--- src/rtl/dmem_arbiter.sv ---
// Single-port data memory arbiter: CPU datapath vs loader/debug port, with
// starvation guard and locked loader bursts. Optional DMEM_ARB_PERF_EN adds a conflict counter.
module dmem_arbiter #(
  parameter int STARVE_LIMIT = 4,
  parameter int BURST_MAX    = 16
) (
  input  logic        clk,
  input  logic        reset_n,
  input  logic        cpu_req,
  input  logic        cpu_we,
  input  logic [31:0] cpu_addr,
  input  logic [31:0] cpu_wdata,
  output logic        cpu_gnt,
  output logic        cpu_stall,
  output logic        cpu_rvalid,
  output logic [31:0] cpu_rdata,
  input  logic        ldr_req,
  input  logic        ldr_we,
  input  logic        ldr_lock,
  input  logic [31:0] ldr_addr,
  input  logic [31:0] ldr_wdata,
  output logic        ldr_gnt,
  output logic        ldr_rvalid,
  output logic [31:0] ldr_rdata,
  output logic        mem_en,
  output logic        mem_we,
  output logic [31:0] mem_addr,
  output logic [31:0] mem_wdata,
  input  logic [31:0] mem_rdata,
  output logic [15:0] conflict_cnt
);

  // state | meaning
  // ARB   | normal arbitration, CPU priority unless loader is starved
  // BURST | loader holds the port while ldr_lock is set, CPU stalled
  typedef enum logic {ARB, BURST} state_t;

  localparam int SW = (STARVE_LIMIT < 1) ? 1 : $clog2(STARVE_LIMIT + 1);
  localparam int BW = $clog2(BURST_MAX + 1);

  state_t          r_state, w_state_nxt;
  logic [SW-1:0]   r_starve_cnt, w_starve_nxt;
  logic [BW-1:0]   r_burst_cnt, w_burst_nxt;
  logic            w_cpu_gnt, w_ldr_gnt;
  logic            r_cpu_rvalid, r_ldr_rvalid;

  always_comb begin
    w_state_nxt = r_state;
    w_burst_nxt = r_burst_cnt;
    w_cpu_gnt   = 1'b0;
    w_ldr_gnt   = 1'b0;
    case (r_state)
      ARB: begin
        if (ldr_req && (!cpu_req || r_starve_cnt == SW'(STARVE_LIMIT))) begin
          w_ldr_gnt = 1'b1;
          if (ldr_lock && BURST_MAX > 1) begin
            w_state_nxt = BURST;
            w_burst_nxt = BW'(1);
          end
        end else if (cpu_req) begin
          w_cpu_gnt = 1'b1;
        end
      end
      BURST: begin
        w_ldr_gnt = ldr_req;
        if (ldr_req) w_burst_nxt = r_burst_cnt + BW'(1);
        // Exit is judged on the post-grant count so a burst never exceeds BURST_MAX grants.
        if (!ldr_lock || !ldr_req || w_burst_nxt == BW'(BURST_MAX)) begin
          w_state_nxt = ARB;
          w_burst_nxt = '0;
        end
      end
      default: w_state_nxt = ARB;
    endcase
    if (!reset_n) begin
      w_cpu_gnt = 1'b0;
      w_ldr_gnt = 1'b0;
    end
  end

  always_comb begin
    w_starve_nxt = r_starve_cnt;
    if (!ldr_req || w_ldr_gnt)
      w_starve_nxt = '0;
    else if (w_cpu_gnt && r_starve_cnt != SW'(STARVE_LIMIT))
      w_starve_nxt = r_starve_cnt + SW'(1);
  end

  always_ff @(posedge clk or negedge reset_n) begin
    if (!reset_n) begin
      r_state      <= ARB;
      r_starve_cnt <= '0;
      r_burst_cnt  <= '0;
      r_cpu_rvalid <= 1'b0;
      r_ldr_rvalid <= 1'b0;
    end else begin
      r_state      <= w_state_nxt;
      r_starve_cnt <= w_starve_nxt;
      r_burst_cnt  <= w_burst_nxt;
      r_cpu_rvalid <= w_cpu_gnt & ~cpu_we;
      r_ldr_rvalid <= w_ldr_gnt & ~ldr_we;
    end
  end

  always_comb begin
    mem_addr  = 32'd0;
    mem_wdata = 32'd0;
    if (w_cpu_gnt) begin
      mem_addr  = cpu_addr;
      mem_wdata = cpu_wdata;
    end else if (w_ldr_gnt) begin
      mem_addr  = ldr_addr;
      mem_wdata = ldr_wdata;
    end
  end

  assign mem_en     = w_cpu_gnt | w_ldr_gnt;
  assign mem_we     = (w_cpu_gnt & cpu_we) | (w_ldr_gnt & ldr_we);
  assign cpu_gnt    = w_cpu_gnt;
  assign ldr_gnt    = w_ldr_gnt;
  assign cpu_stall  = reset_n & cpu_req & ~w_cpu_gnt;
  assign cpu_rvalid = r_cpu_rvalid;
  assign ldr_rvalid = r_ldr_rvalid;
  assign cpu_rdata  = r_cpu_rvalid ? mem_rdata : 32'd0;
  assign ldr_rdata  = r_ldr_rvalid ? mem_rdata : 32'd0;

`ifdef DMEM_ARB_PERF_EN
  logic [15:0] r_conflict_cnt;

  always_ff @(posedge clk or negedge reset_n) begin
    if (!reset_n)
      r_conflict_cnt <= 16'd0;
    else if (cpu_req && ldr_req && r_conflict_cnt != 16'hFFFF)
      r_conflict_cnt <= r_conflict_cnt + 16'd1;
  end

  assign conflict_cnt = r_conflict_cnt;
`else
  assign conflict_cnt = 16'd0;
`endif

endmodule

--- config.mk ---
export PLATFORM = sky130hd
export DESIGN_NAME = dmem_arbiter
export DESIGN_NICKNAME = d
export VERILOG_FILES = /design/src/rtl/dmem_arbiter.sv
export SDC_FILE = /design/constraint.sdc
export NUM_CORES = 1
export LEC_CHECK = 0
export ABC_AREA = 1
export CAP_MARGIN = 30
export CORE_AREA = 2 2 124 126
export CTS_CLUSTER_SIZE = 20
export DETAILED_ROUTE_END_ITERATION = 8
export DIE_AREA = 0 0 126 128
export PLACE_DENSITY = 0.53
export SLEW_MARGIN = 20
export SYNTH_ARGS = -nofsm -noshare
export SYNTH_HDL_FRONTEND = slang
export SYNTH_SLANG_ARGS = --single-unit
--- constraint.sdc ---
create_clock -name clk -period 3.8 [get_ports clk]
set_input_delay 0.95 -clock clk [delete_from_list [all_inputs] [get_ports clk]]
set_output_delay 0.95 -clock clk [all_outputs]
set_load 0.03 [all_outputs]
==> flow_summary.yaml, run 1 <==
run_status:
  outcome: "finished, final reports clean"
floorplan:
  die_y_um: 128
  start_util: 0.135
  core_mm2: 0.0149
  die-area_mm2: 0.0161
  fp.dieW_um: 126
  io_pins: 318
  rows: 45
clocking:
  ctsHtreeMaxLevel: 1
  cts_resized: 0
  tritoncts: "yes"
  cts_max_path_buffers: 2
  cts_made_buffers: 3
  clock-sinks: 11
  cts_root_buffer: "clkbuf_16"
  clk_pin_slew_ns: 0.04
  clkLatencyLatePin_ns: 0.24
  hold_buffers: 0
  cts_setup_buffers: 0
logic_synthesis:
  synth_area_leaders: "a22o_1 (28%), nand2_1 (18%), inv_1 (14%)"
  synthArstFlopShare: 1.00
  syn-instance-count: 333
  yosysSeqAreaShare: 0.137
  syn_area_per_cell_um2: 6.04
  synth_edf_count: 0
  synth_seq_cells: 11
  yosysWarnings: 0
  yosys.area.top_type: "a22o_1"
  yosys_most_used_dff: "dfrtp_1"
  syn_area_mm2: 0.00201
  synth_cell_types: 21
  yosysTopAreaCellShare: 0.279
grt:
  grt_usage: 0.121
  grt_pass1_wl_um: 15800
  antenna_found_initial: 0
  grt_max_degree: 68
  grt_pass1_vias: 2993
  overflow: 0
finish:
  antenna_cells: 0
  layout_commonest_cell: "clkdlybuf4s50_1"
  areaGrowthSynthToFinish_pct: 156
  finalNonFillerCells: 812
  fin_util: 0.347
  layout_common_cells: "clkdlybuf4s50_1 (234), nand2_1 (97), inv_1 (77), buf_4 (65), a22o_1 (64)"
  drive_above_1_share: 0.139
  fin_area_mm2: 0.00515
  nets: 795
sta:
  finalHoldViolCount: 0
  fin_crit_ns: 3.50
  rsz0062_at_grt: "no"
  setup_viol: 0
  fin_crit_sh: 0.921
  tns_ns: 0
  skew_ns: 0.00253
  slew_violations: 0
  fmax_mhz: 286
min_path:
  worstHoldPathType: "register to register"
flow_run:
  maxCapViolCount: 0
route:
  vias: 3209
  firstDrtPassIters: 4
  antenna_left: 0
  drc: 0
  drt_wl_total_um: 11100
  wl_per_cell_um: 13.7
  via_per_inst: 3.95
  drt_iter0_drc: 86
worst_setup_path:
  critical_path_arrival_ns: 2.55
  end_kind: "primary output"
  critPathKind: "primary input to primary output"
  crit_fanout: 67
  worst_setup_path_start_kind: "primary input"
  cp.required_ns: 2.85
placed_design:
  port-buffer-count: 301
  placed_area_mm2: 0.00508
  gp_congestion: 0.828
  dp_cells: 808
  dpl.hpwl_um: 9420
power:
  p_per_area_mw_per_mm2: 175
  p_leak_uw: 0.00272
  peakVddDrop_mv: 0.125
==> worst max-delay path: stages <==
cell and delay (ns):
clkdlybuf4s50_1 0.54, nand2_1 0.09, nand3b_4 0.18, inv_2 0.09, buf_12 0.26, a22o_1 0.25
buf_12 0.13
==> final cells by class <==
type                    instances  area (µm²)
fillers                      1541        9710
repair buffers                309        3030
multi-input cells             220        1230
inverters                      80         300
flip-flops and latches         11         275
well taps                     188         235
clock buffers                   4        78.8
==> synth_stat cells, drive strengths merged, types with 2 or more instances <==
| library cell | n |
|---|---|
| a22o | 64 |
| nand3 | 15 |
| inv | 80 |
| ha | 3 |
| a21oi | 2 |
| nand2 | 101 |
| nor2 | 12 |
| clkbuf | 6 |
| buf | 31 |
| dfrtp | 11 |
| o21ai | 3 |
==> power by group <==
part	internal (µW)	switching [µW]
logic	297	282
clock network	141	56.1
registers	122	3.59
==> state kept, by name, summed over array words and instances, names as in the netlist <==
signal / flops
ldr_rvalid: 1
r_state: 1
r_burst_cnt: 5
r_starve_cnt: 3
cpu_rvalid: 1
==> routing by layer <==
layer / track usage / part of all wire
met3: 0.0267 / 0.086
met1: 0.155 / 0.41
met5: 0 / 0
met2: 0.211 / 0.49
met4: 0.0239 / 0.012
==> stage by stage <==
step           total power [µW]  hold WS, ns  setup slack (ns)
2_1_floorplan               401        0.471             0.880
3_3_place_gp                704        0.498             0.341
3_5_place_dp                708        0.503             0.318
4_1_cts                     909        0.515             0.312
5_1_grt                     941        0.520             0.215
6_report                    902        0.510             0.300
==> cells by family after synthesis <==
family / Yosys count / synth area share
xor gates and xnor gates: 1 / 0.00435
other: 1 / 0.00186
adders and majority gates: 3 / 0.0187
and+or+nand+nor: 131 / 0.270
DFF: 11 / 0.137
buffers and inverters: 117 / 0.277
AOI/OAI and AO/OA: 69 / 0.291
==> path summary, 6_finish.rpt <==
check / start / to / slack (ns) / cells past startpoint
worst min register to register: r_burst_cnt[4] / r_burst_cnt[4] / 0.51 / 2
worst min-delay path: r_burst_cnt[4] / r_burst_cnt[4] / 0.51 / 2
worst max register to register: r_starve_cnt[0] / r_starve_cnt[0] / 2.03 / 11
min in group asynchronous: reset_n / r_starve_cnt[2] / 1.06 / 2
max in group asynchronous: reset_n / r_burst_cnt[2] / 2.61 / 2
worst max-delay path: cpu_req / mem_wdata[25] / 0.30 / 7
Note: power is estimated with default switching activity, not from simulation.
==> run 2, diff against run 1 <==
Settings changed: ABC_AREA 1 to not set, CORE_AREA 2 2 124 126 to 2 2 123 125, DIE_AREA 0 0 126 128 to 0 0 125 127, PLACE_DENSITY 0.53 to 0.52.
==> flow_summary.yaml, run 2 <==
finish:
  nets: 693
  drive_above_1_share: 0.159
  largest_register: "r_burst_cnt"
  n_fill_cell: 1489
  largest_reg_flops: 5
  areaGrowthSynthToFinish_pct: 162
  layout_commonest_cell: "clkdlybuf4s50_1"
  layout_common_cells: "clkdlybuf4s50_1 (233), buf_4 (68), a22o_1 (65), and2_1 (65), conb_1 (16)"
  reg_top3: "r_burst_cnt (5), r_starve_cnt (3)"
  antenna_cells: 0
worst_setup_path:
  startpoint: "cpu_req"
  cp-endpoint: "mem_en"
  critical_path_arrival_ns: 2.64
  end_kind: "primary output"
  reg2reg_depth: 8
  worstReg2RegEnd: "r_starve_cnt[2]"
  rr_startpoint: "r_starve_cnt[0]"
  worst_setup_path_start_kind: "primary input"
  cp.required_ns: 2.85
  critPathKind: "primary input to primary output"
  crit_fanout: 4
  r2r_setup_slack_ns: 1.89
route:
  via_per_inst: 4.15
  drc: 0
  antenna_left: 0
  drt_wl_total_um: 10600
  wl_per_cell_um: 15.0
  drt_iter0_drc: 121
  firstDrtPassIters: 4
  vias: 2927
grt:
  busiest_layer: "met2"
  grtUsageMet3: 0.0218
  overflow: 0
  antenna_found_initial: 0
  grt_pass1_vias: 2851
  met1_usage: 0.136
  grt_usage: 0.119
  globalRouteMet2Util: 0.231
  grt_max_degree: 69
  grt_pass1_wl_um: 15500
floorplan:
  die_y_um: 127
  core_mm2: 0.0144
  die-area_mm2: 0.0159
  fp.dieW_um: 125
  rows: 44
  io_pins: 318
  start_util: 0.131
clocking:
  clock-sinks: 11
  clkLatencyLatePin_ns: 0.23
  cts_max_path_buffers: 2
  ctsHtreeMaxLevel: 1
  cts_setup_buffers: 0
  cts_made_buffers: 3
  hold_buffers: 0
  cts_resized: 0
  cts_root_buffer: "clkbuf_16"
  tritoncts: "yes"
  clk_pin_slew_ns: 0.04
sta:
  skew_ns: 0.00109
  slew_violations: 0
  setup_viol: 0
  fin_crit_sh: 0.945
  max_slew_margin: 0.475
  worstMarginPinSlew_ns: 0.787
  rsz0062_at_grt: "no"
  fin_crit_ns: 3.59
  finalHoldViolCount: 0
  fmax_mhz: 278
  tns_ns: 0
min_path:
  worstHoldPathType: "register to register"
  hold_path.startpoint: "r_burst_cnt[4]"
logic_synthesis:
  syn_area_per_cell_um2: 8.05
  synth_edf_count: 0
  synth_area_leaders: "a22o_1 (30%), and2_1 (22%), dfrtp_1 (15%)"
  yosysSeqAreaShare: 0.146
  yosysWarnings: 0
  syn-instance-count: 234
  yosysTopAreaCellShare: 0.302
  syn_area_mm2: 0.00188
  synth_seq_cells: 11
  synthArstFlopShare: 1.00
  yosys_most_used_dff: "dfrtp_1"
  ys_top_cells_by_count: "a22o_1 (65), and2_1 (65), buf_4 (18)"
  yosys.area.top_type: "a22o_1"
  synth_cell_types: 40
power:
  peakVddDrop_mv: 0.127
  p_leak_uw: 0.00206
  p_per_area_mw_per_mm2: 182
  p_total_uw: 898
placed_design:
  port-buffer-count: 301
  dpl.hpwl_um: 9050
  gp_congestion: 0.829
flow_run:
  maxCapViolCount: 0
run_status:
  outcome: "finished, final reports clean"
## run 2: cell types whose count changed after synthesis, sizes merged, moves of 2 or more
cell | before | now
o22ai | 0 | 2
nand2 | 101 | 5
and2 | 0 | 65
nand3 | 15 | 6
a31oi | 0 | 3
nor2 | 12 | 7
inv | 80 | 4
## run 2: critical path, cell delays in order
cell and delay [ns]:
clkdlybuf4s50_1 0.51, a21bo_2 0.28, o21ai_4 0.19, o21ai_0 0.10
clkdlybuf4s50_1 0.61
## run 2: layout make-up
| type | instances | area [µm²] | area share |
|---|---|---|---|
| inverters | 4 | 15.0 | 0.00304 |
| multi-input cells | 197 | 1390 | 0.282 |
| flip-flops and latches | 11 | 275 | 0.0558 |
| well taps | 184 | 230 | 0.0466 |
| repair buffers | 306 | 2940 | 0.596 |
| clock buffers | 4 | 78.8 | 0.0160 |
## run 2: report_power, final
part           internal, µW  switching (µW)
Sequential              123            12.5
Combinational           298             276
Clock                   141            48.8
Total                   561             337
## run 2: kinds of logic (layout without fill, tap and decap cells)
group / after synthesis / count (layout) / share of synthesized area
adders and majority gates: 3 / 3 / 0.0199
other: 1 / 16 / 0.00199
DFF: 11 / 11 / 0.146
AOI/OAI and AO/OA: 83 / 83 / 0.380
buffers and inverters: 41 / 314 / 0.146
muxes: 1 / 1 / 0.00532
and+or+nand+nor: 92 / 92 / 0.291
xor gates and xnor gates: 2 / 2 / 0.00930
## run 2: metal layers
layer	share of wire	vias up
met4	0.010	0
met1	0.38	1352
met5	0	-
li1	-	1409
met3	0.068	10
met2	0.54	156
## run 2: stage by stage
stage	hold slack, ns	std cells	area (µm²)	utilization	setup slack [ns]
4_1_cts	0.505	706	4940	0.342	0.196
5_1_grt	0.544	706	4940	0.342	0.160
3_3_place_gp	0.485	702	4860	0.337	0.196
3_5_place_dp	0.496	702	4860	0.337	0.197
2_1_floorplan	0.469	249	1940	-	0.862
6_report	0.500	706	4940	0.342	0.207
## run 2: worst min-delay path by stage
stage	slack, ns	to	depth (start not counted)
floorplan	0.47	r_burst_cnt[4]	2
global placement	0.48	r_burst_cnt[4]	2
detailed placement	0.50	r_burst_cnt[4]	2
CTS	0.51	r_burst_cnt[4]	2
global route	0.54	r_burst_cnt[4]	2
finish	0.50	r_burst_cnt[4]	2
